`src/rtl/layer_sequencer_if.sv`:
```
// Datapath-facing bus of the layer sequencer: operand read strobe and
// addresses, accumulator control, neuron writeback, and the datapath's
// back-pressure. The sequencer drives it as master; the MAC/activation
// pipeline sits on the slave side.
interface layer_sequencer_if #(
    parameter int ADDR_W = 8
);
    logic              stall;
    logic              rd_en;
    logic [ADDR_W-1:0] data_addr;
    logic [ADDR_W-1:0] weight_addr;
    logic              acc_first;
    logic              acc_last;
    logic              wr_en;
    logic [ADDR_W-1:0] wr_addr;

    modport master (
        input  stall,
        output rd_en, data_addr, weight_addr, acc_first, acc_last, wr_en, wr_addr
    );

    modport slave (
        output stall,
        input  rd_en, data_addr, weight_addr, acc_first, acc_last, wr_en, wr_addr
    );
endinterface

```
`src/rtl/layer_sequencer.sv`:
```
// Layer sequencer for the NeuralAccelerator MAC/activation pipeline.
// Walks layers, neurons and input terms of a fully connected network, issuing
// one operand read per cycle, waiting out the pipeline latency, then writing
// each activated neuron output back to activation memory. Each layer's output
// vector is placed directly after its input vector, and the final one is
// published on result_base_address_o / result_word_count_o.
// Optional feature: define SEQ_BIAS_EN to append a bias term (data address 0,
// weight from the packed weight stream) after the input terms of every neuron.
module layer_sequencer #(
    parameter int ADDR_W   = 8,
    parameter int LAYER_W  = 2,
    parameter int PIPE_LAT = 2
) (
    input  logic               clk,
    input  logic               reset,
    input  logic               start_i,
    input  logic [LAYER_W:0]   num_layers_i,
    input  logic [ADDR_W-1:0]  input_base_i,
    input  logic [ADDR_W-1:0]  input_count_i,
    input  logic [ADDR_W-1:0]  weight_base_i,
    output logic [LAYER_W-1:0] cfg_layer_o,
    input  logic [ADDR_W-1:0]  cfg_neurons_i,
    layer_sequencer_if.master  bus,
    output logic               busy_o,
    output logic               done_o,
    output logic               error_o,
    output logic [ADDR_W-1:0]  result_base_address_o,
    output logic [ADDR_W-1:0]  result_word_count_o
);

    typedef enum logic [2:0] {
        S_IDLE,
        S_LOAD,
        S_ISSUE,
        S_DRAIN,
        S_WRITE,
        S_DONE
    } state_t;

    localparam int DRAIN_W = (PIPE_LAT > 1) ? $clog2(PIPE_LAT) : 1;
    localparam logic [DRAIN_W-1:0] DRAIN_INIT = DRAIN_W'((PIPE_LAT > 0) ? PIPE_LAT - 1 : 0);

    state_t             state_q;
    logic [ADDR_W-1:0]  in_base_q;
    logic [ADDR_W-1:0]  in_cnt_q;
    logic [ADDR_W-1:0]  wptr_q;
    logic [LAYER_W-1:0] layer_q;
    logic [LAYER_W:0]   nl_q;
    logic [ADDR_W-1:0]  n_cnt_q;
    logic [ADDR_W-1:0]  out_base_q;
    logic [ADDR_W-1:0]  n_q;
    logic [ADDR_W-1:0]  i_q;
    logic [DRAIN_W-1:0] drain_q;

    logic               rd_en_q;
    logic [ADDR_W-1:0]  data_addr_q;
    logic [ADDR_W-1:0]  weight_addr_q;
    logic               acc_first_q;
    logic               acc_last_q;
    logic               wr_en_q;
    logic [ADDR_W-1:0]  wr_addr_q;
    logic               busy_q;
    logic               done_q;
    logic               error_q;
    logic [ADDR_W-1:0]  res_base_q;
    logic [ADDR_W-1:0]  res_cnt_q;

    logic [ADDR_W-1:0]  i_d;
    logic [ADDR_W-1:0]  wptr_d;
    logic [ADDR_W-1:0]  n_d;
    logic [LAYER_W:0]   layer_d;
    logic [ADDR_W-1:0]  last_idx;
    logic               i_d_bias;
    logic               first_is_last;

    assign i_d     = i_q + ADDR_W'(1);
    assign wptr_d  = wptr_q + ADDR_W'(1);
    assign n_d     = n_q + ADDR_W'(1);
    assign layer_d = {1'b0, layer_q} + (LAYER_W + 1)'(1);

    // Index of the final term of a neuron, and whether the next term is the bias word.
`ifdef SEQ_BIAS_EN
    assign last_idx = in_cnt_q;
    assign i_d_bias = (i_d == in_cnt_q);
`else
    assign last_idx = in_cnt_q - ADDR_W'(1);
    assign i_d_bias = 1'b0;
`endif

    // A single-input neuron without bias has term 0 as its last term.
    assign first_is_last = (last_idx == '0);

    // Sequencer FSM: all state, counters and outputs advance together and freeze on stall.
    always_ff @(posedge clk) begin
        if (reset) begin
            state_q       <= S_IDLE;
            in_base_q     <= '0;
            in_cnt_q      <= '0;
            wptr_q        <= '0;
            layer_q       <= '0;
            nl_q          <= '0;
            n_cnt_q       <= '0;
            out_base_q    <= '0;
            n_q           <= '0;
            i_q           <= '0;
            drain_q       <= '0;
            rd_en_q       <= 1'b0;
            data_addr_q   <= '0;
            weight_addr_q <= '0;
            acc_first_q   <= 1'b0;
            acc_last_q    <= 1'b0;
            wr_en_q       <= 1'b0;
            wr_addr_q     <= '0;
            busy_q        <= 1'b0;
            done_q        <= 1'b0;
            error_q       <= 1'b0;
            res_base_q    <= '0;
            res_cnt_q     <= '0;
        end else if (!bus.stall) begin
            case (state_q)
                S_IDLE: begin
                    if (start_i) begin
                        in_base_q <= input_base_i;
                        in_cnt_q  <= input_count_i;
                        wptr_q    <= weight_base_i;
                        layer_q   <= '0;
                        nl_q      <= num_layers_i;
                        error_q   <= 1'b0;
                        busy_q    <= 1'b1;
                        if (num_layers_i == '0) begin
                            res_base_q <= input_base_i;
                            res_cnt_q  <= input_count_i;
                            done_q     <= 1'b1;
                            state_q    <= S_DONE;
                        end else begin
                            state_q <= S_LOAD;
                        end
                    end
                end

                S_LOAD: begin
                    n_cnt_q    <= cfg_neurons_i;
                    out_base_q <= in_base_q + in_cnt_q;
                    n_q        <= '0;
                    i_q        <= '0;
                    if (cfg_neurons_i == '0 || in_cnt_q == '0) begin
                        error_q <= 1'b1;
                        done_q  <= 1'b1;
                        state_q <= S_DONE;
                    end else begin
                        rd_en_q       <= 1'b1;
                        data_addr_q   <= in_base_q;
                        weight_addr_q <= wptr_q;
                        acc_first_q   <= 1'b1;
                        acc_last_q    <= first_is_last;
                        state_q       <= S_ISSUE;
                    end
                end

                S_ISSUE: begin
                    wptr_q <= wptr_d;
                    if (i_q == last_idx) begin
                        i_q         <= '0;
                        rd_en_q     <= 1'b0;
                        acc_first_q <= 1'b0;
                        acc_last_q  <= 1'b0;
                        if (PIPE_LAT == 0) begin
                            wr_en_q   <= 1'b1;
                            wr_addr_q <= out_base_q + n_q;
                            state_q   <= S_WRITE;
                        end else begin
                            drain_q <= DRAIN_INIT;
                            state_q <= S_DRAIN;
                        end
                    end else begin
                        i_q           <= i_d;
                        data_addr_q   <= i_d_bias ? '0 : in_base_q + i_d;
                        weight_addr_q <= wptr_d;
                        acc_first_q   <= 1'b0;
                        acc_last_q    <= (i_d == last_idx);
                    end
                end

                S_DRAIN: begin
                    if (drain_q == '0) begin
                        wr_en_q   <= 1'b1;
                        wr_addr_q <= out_base_q + n_q;
                        state_q   <= S_WRITE;
                    end else begin
                        drain_q <= drain_q - DRAIN_W'(1);
                    end
                end

                S_WRITE: begin
                    wr_en_q <= 1'b0;
                    n_q     <= n_d;
                    if (n_d != n_cnt_q) begin
                        rd_en_q       <= 1'b1;
                        data_addr_q   <= in_base_q;
                        weight_addr_q <= wptr_q;
                        acc_first_q   <= 1'b1;
                        acc_last_q    <= first_is_last;
                        state_q       <= S_ISSUE;
                    end else if (layer_d == nl_q) begin
                        res_base_q <= out_base_q;
                        res_cnt_q  <= n_cnt_q;
                        done_q     <= 1'b1;
                        state_q    <= S_DONE;
                    end else begin
                        in_base_q <= out_base_q;
                        in_cnt_q  <= n_cnt_q;
                        layer_q   <= layer_q + LAYER_W'(1);
                        state_q   <= S_LOAD;
                    end
                end

                S_DONE: begin
                    done_q  <= 1'b0;
                    busy_q  <= 1'b0;
                    state_q <= S_IDLE;
                end

                default: state_q <= S_IDLE;
            endcase
        end
    end

    // Strobes are suppressed during a stall cycle so each term and writeback is seen once.
    assign bus.rd_en       = rd_en_q & ~bus.stall;
    assign bus.wr_en       = wr_en_q & ~bus.stall;
    assign done_o          = done_q & ~bus.stall;
    assign bus.data_addr   = data_addr_q;
    assign bus.weight_addr = weight_addr_q;
    assign bus.acc_first   = acc_first_q;
    assign bus.acc_last    = acc_last_q;
    assign bus.wr_addr     = wr_addr_q;
    assign cfg_layer_o     = layer_q;
    assign busy_o          = busy_q;
    assign error_o         = error_q;
    assign result_base_address_o = res_base_q;
    assign result_word_count_o   = res_cnt_q;

endmodule

```
`src/flat_wrapper.sv`:
```
// flat-port wrapper written by rule: the top's interface ports become plain ports
module layer_sequencer_flat 
#(
    parameter int ADDR_W   = 8,
    parameter int LAYER_W  = 2,
    parameter int PIPE_LAT = 2
)
  (clk, reset, start_i, num_layers_i, input_base_i, input_count_i, weight_base_i, cfg_layer_o, cfg_neurons_i, busy_o, done_o, error_o, result_base_address_o, result_word_count_o, bus_stall, bus_rd_en, bus_data_addr, bus_weight_addr, bus_acc_first, bus_acc_last, bus_wr_en, bus_wr_addr);
  layer_sequencer_if #(.ADDR_W(ADDR_W)) bus_i ();
  input  logic clk;
  input  logic reset;
  input  logic start_i;
  input  logic [LAYER_W:0] num_layers_i;
  input  logic [ADDR_W-1:0] input_base_i;
  input  logic [ADDR_W-1:0] input_count_i;
  input  logic [ADDR_W-1:0] weight_base_i;
  output logic [LAYER_W-1:0] cfg_layer_o;
  input  logic [ADDR_W-1:0] cfg_neurons_i;
  output logic busy_o;
  output logic done_o;
  output logic error_o;
  output logic [ADDR_W-1:0] result_base_address_o;
  output logic [ADDR_W-1:0] result_word_count_o;
  input wire logic [$bits(bus_i.stall)-1:0] bus_stall;
  output wire logic [$bits(bus_i.rd_en)-1:0] bus_rd_en;
  output wire logic [$bits(bus_i.data_addr)-1:0] bus_data_addr;
  output wire logic [$bits(bus_i.weight_addr)-1:0] bus_weight_addr;
  output wire logic [$bits(bus_i.acc_first)-1:0] bus_acc_first;
  output wire logic [$bits(bus_i.acc_last)-1:0] bus_acc_last;
  output wire logic [$bits(bus_i.wr_en)-1:0] bus_wr_en;
  output wire logic [$bits(bus_i.wr_addr)-1:0] bus_wr_addr;
  assign bus_i.stall = bus_stall;
  assign bus_rd_en = bus_i.rd_en;
  assign bus_data_addr = bus_i.data_addr;
  assign bus_weight_addr = bus_i.weight_addr;
  assign bus_acc_first = bus_i.acc_first;
  assign bus_acc_last = bus_i.acc_last;
  assign bus_wr_en = bus_i.wr_en;
  assign bus_wr_addr = bus_i.wr_addr;
  layer_sequencer #(.ADDR_W(ADDR_W), .LAYER_W(LAYER_W), .PIPE_LAT(PIPE_LAT)) u_core (.clk(clk), .reset(reset), .start_i(start_i), .num_layers_i(num_layers_i), .input_base_i(input_base_i), .input_count_i(input_count_i), .weight_base_i(weight_base_i), .cfg_layer_o(cfg_layer_o), .cfg_neurons_i(cfg_neurons_i), .bus(bus_i), .busy_o(busy_o), .done_o(done_o), .error_o(error_o), .result_base_address_o(result_base_address_o), .result_word_count_o(result_word_count_o));
endmodule
```
`config.mk`:
```
export PLATFORM = sky130hd
export DESIGN_NAME = layer_sequencer_flat
export DESIGN_NICKNAME = d
export VERILOG_FILES = /design/src/rtl/layer_sequencer_if.sv /design/src/rtl/layer_sequencer.sv /design/src/flat_wrapper.sv
export SDC_FILE = /design/constraint.sdc
export NUM_CORES = 1
export LEC_CHECK = 0
export ABC_AREA = 1
export CAP_MARGIN = 10
export CORE_ASPECT_RATIO = 2
export CORE_MARGIN = 4
export CORE_UTILIZATION = 30
export DETAILED_ROUTE_END_ITERATION = 6
export MAX_ROUTING_LAYER = met4
export RECOVER_POWER = 25
export SYNTH_ARGS = -nofsm -noshare
export SYNTH_HDL_FRONTEND = slang
export SYNTH_SLANG_ARGS = --single-unit
```
`constraint.sdc`:
```
create_clock -name clk -period 5.67 [get_ports clk]
set_clock_uncertainty 0.15 [all_clocks]
set_input_delay 0.8505 -clock clk [delete_from_list [all_inputs] [get_ports clk]]
set_output_delay 0.8505 -clock clk [all_outputs]
set_load 0.02 [all_outputs]
```
### Word-level counts from Yosys, hierarchy flattened

Index checks and enable logic that the tools add are counted.

* multiplexer cells: 67
* reductions and logical operators: 33
* add/sub/neg operators: 10
* equal/unequal tests: 20
* bitwise logic cells: 5

Operator list (count)
* 2-to-1 mux 8 bit: 22
* case mux 8 bit (2 select lines): 7
* case mux 8 bit (3 select lines): 2
* adder 8 x 1 -> 8 bit, second input constant: 3
* adder 8 bit: 3
* zero test 8 bit: 3
* 2-to-1 mux 3 bit: 7
* AND reduction 3 bit: 6
* equality test 8 bit: 2
* 2-to-1 mux 1 bit: 16
* nonzero test 2 bit: 8
* case mux 3 bit (5 select lines): 1
* AND reduction 5 bit: 3
* inequality test 2 bit, second input constant: 6
* AND reduction 4 bit: 3
* inequality test 2 x 1 -> 1 bit, second input constant: 5
* case mux 1 bit (3 select lines): 3
* inequality test 8 bit: 1
* case mux 1 bit (2 select lines): 4
* subtractor 8 x 1 -> 8 bit, second input constant: 1
* AND reduction 7 bit: 1
* equality test 3 x 2 -> 1 bit, second input constant: 2
* equality test 3 bit, second input constant: 2
* zero test 3 bit: 2
* other kinds (15): 22

* word-level logic and storage cells: 158
* output and inout port bits: 49
* input bits: 39
* register bits: 112

### Depth between registers and ports, before layout

* depth in word-level cells: 5
* mapped depth: 17
* mapped depth without buffers: 16

### Worst setup path after synthesis

No wires, ideal clock.

* path type: input to register
* start: input port bus_stall
* end: register u_core.wptr_q[3]
* buffers on the path: 1
* arrival time: 2.135 ns
* data required time: 5.396 ns
* setup time: 0.124 ns
* slack: 3.261 ns
* stages on the path: 8
* path through: clkbuf_1 -> inv_1 -> nand3_1 -> inv_1 -> nor2_1 -> inv_2 -> o21ai_0 -> a31oi_1

* word-level cells in the longest chain between the ends: 2

Ends and longest elaborated chain
* from (decl): line flat_wrapper.sv:24 `input wire logic [$bits(bus_i.stall)-1:0] bus_stall;`
* inverter 1 bit (no source line)
* AND reduction 3 bit (no source line)
* to (signal assigned): line layer_sequencer.sv:125 `wptr_q <= weight_base_i;`
* to (signal assigned): line layer_sequencer.sv:161 `wptr_q <= wptr_d;`
* to (decl): line layer_sequencer.sv:46 `logic [ADDR_W-1:0] wptr_q;`

Every way passes these cells.
A chain may end at the register's enable or synchronous reset.

### Worst setup path after layout

* start: input port bus_stall
* end: output port bus_wr_en

* word-level cells in the longest chain between the ends: 2

Ends and longest elaborated chain
* inverter 1 bit (no source line)
* bitwise AND 1 bit: line layer_sequencer.sv:230 `assign bus.wr_en = wr_en_q & ~bus.stall;`
* to (decl): line flat_wrapper.sv:30 `output wire logic [$bits(bus_i.wr_en)-1:0] bus_wr_en;`

Every way passes these cells.

==> metrics.cfg <==
[final_layout]
nets=1132
fill_cells=2358
area_delta_synth_final_pct=20.3
drive_above_1_share_pct=5.15
antenna_cells=0

[floorplan]
die_w_um=114
die_h_um=220
row_count=77
io_pins=88
die_area_sq_um=25000
core-area_sq_um=22100
initial_core_util_pct=30.4

[synth]
synth_nets=1067
synth_seq_cells=112
syn_inst=997
ys_types=42
syn_area_per_cell_sq_um=6.74
yosysWarnings=0
yosys.area.top_type=dfxtp_1
netlist.area_leader.share_pct=33.4
synth_most_common_cell=nand2_1
ys_seq_area_share_pct=33.4
netlist_top_cells_area=dfxtp_1 (33%), nand2_1 (13%), a21oi_1 (7.3%)
synth-main-ff-cell=dfxtp_1
synthArstFlopShare_pct=0
synth_edf_count=0
synthesis.area_sq_um=6720
ys_top_cells_by_count=nand2_1 (232), inv_1 (122), dfxtp_1 (112)

[detailed_routing]
drtPass1Iterations=5
drtIter0Drc=347
wl_per_cell_um=14.9
ant_nets=0
drc=0
finalWirelength_um=20100
vias_per_cell=4.83
vias=6490

[timing]
slew_headroom_pct=51.4
hold_viol=0
period_share_pct=61.9
setup_viol=0
tightest_slew_ns=0.726
final_max_slew_viol_count=0
fmax_ghz=0.285
fin_setup_tns_ns=0
rsz0062_at_grt=false
fin_crit_ns=3.51

[power]
peakVddDrop_mv=0.132
total_power_mw=2.11
p_leak_nw=3.50
powerDensity_nw_per_um2=261

[grt]
grt_use_total_pct=16.4
grt_pass1_vias=6215
grt_max_degree=51
antenna_found_initial=0
gr-total-overflow=0
grt_pass1_wl_um=31700

[setup_path]
crit_path_start_kind=input port
cp_data_required_time_ns=4.67
path_class=in -> out
end_kind=output port
cp.arrival_ns=2.51
crit_fanout=8

[flow_run]
drv_cap=0

[clock_network]
clk_pin_slew_worst_paths_ns=0.07
cts_setup_buffers=0
clock-sinks=112
cts.path.max_buffers=2
cts_resized=0
insertion_delay_ns=0.36
h-tree-depth=3
numCtsBuffers=9
cts_hold_buf=0
cts_root_buf=clkbuf_16
cts_tree=done

[placement]
portBuffers=87
routabilityCongestion=0.968
dp_hpwl_um=15600

[run_status]
status=finished, final reports clean

[min_path]
holdCritPathClass=reg -> reg

## final timing paths
kind | from | endpoint | slack [ns] | cells after the start
setup / recovery | bus_stall | bus_wr_en | 2.16 | 3
hold reg to reg | u_core.result_word_count_o[2]$_SDFFE_PP0P_ | u_core.result_word_count_o[2]$_SDFFE_PP0P_ | 0.30 | 2
setup reg to reg | u_core.n_q[0]$_SDFFE_PP0P_ | u_core.result_word_count_o[2]$_SDFFE_PP0P_ | 2.64 | 12
hold / removal | u_core.result_word_count_o[2]$_SDFFE_PP0P_ | u_core.result_word_count_o[2]$_SDFFE_PP0P_ | 0.30 | 2
## registers in the layout, summed over array words and instances (netlist names), 8 cells and up
register,count
u_core.bus.weight_addr,8
u_core.result_word_count_o,8
u_core.in_base_q,8
u_core.bus.data_addr,8
u_core.i_q,8
u_core.wptr_q,8
u_core.n_cnt_q,8
u_core.result_base_address_o,8
u_core.out_base_q,8
u_core.n_q,8
u_core.bus.wr_addr,8
u_core.in_cnt_q,8
## worst max-delay path, stage by stage
cell,delay (ns)
clkdlybuf4s50_1,0.63
nor2_1,0.36
clkdlybuf4s50_1,0.67
## stage by stage
stage | util [%] | cells | setup slack, ns | hold WS, ns | area (sq um)
final | 36.6 | 1343 | 2.16 | 0.301 | 8080
after global routing | 36.6 | 1343 | 2.08 | 0.332 | 8080
after CTS | 36.6 | 1343 | 2.18 | 0.306 | 8080
after detailed placement | 35.2 | 1327 | 2.04 | 0.294 | 7770
after global placement | 35.2 | 1327 | 2.12 | 0.294 | 7770
after floorplan | - | 997 | 3.26 | 0.280 | 6720
## final cells by class
class	instances	area (sq um)	area share (%)
well taps	276	345	4.28
clock buffers	10	239	2.96
clock inverters	6	66.3	0.821
multi-input cells	716	3790	46.9
inverters	133	499	6.18
flip-flops and latches	112	2240	27.8
repair buffers	90	893	11.1
## layer usage
metal,share of wire (%),up-vias,global-route usage (%)
met5,0,-,-
met4,4.0,0,7.69
met3,3.6,44,1.54
met2,55,144,30.5
met1,37,2939,17.3
li1,-,3363,-
## cells by family (layout without fill, tap and decap cells)
kind of cell	after synthesis	count (layout)	synth area share, %
AO/OA/AOI/OAI	200	200	15.6
XOR/XNOR	35	35	4.68
adder cells (fa/ha/maj)	31	31	6.11
buffers and inverters	169	239	10.1
flip-flops	112	112	33.4
AND/OR/NAND/NOR	450	450	30.1
## layout by cell type (no fill, tap or decap), drive strengths merged, types with 4 or more instances in the layout
cell type,count
a21oi,98
a31oi,4
clkbuf,10
clkdlybuf4s50,47
dfxtp,112
dlygate4sd3,40
ha,28
inv,132
nand2,236
nand3,56
nand3b,4
nand4,30
nor2,112
nor3,7
o21ai,88
xnor2,14
xor2,21
## power breakdown
part,leakage (nW),internal (mW),total [mW],switching (mW)
sequential,0.911,0.849,0.904,0.0549
clock,0.141,0.356,0.668,0.312
combinational,2.44,0.200,0.540,0.340
total,3.50,1.41,2.11,0.706
Power figures use the tool's default switching activity.
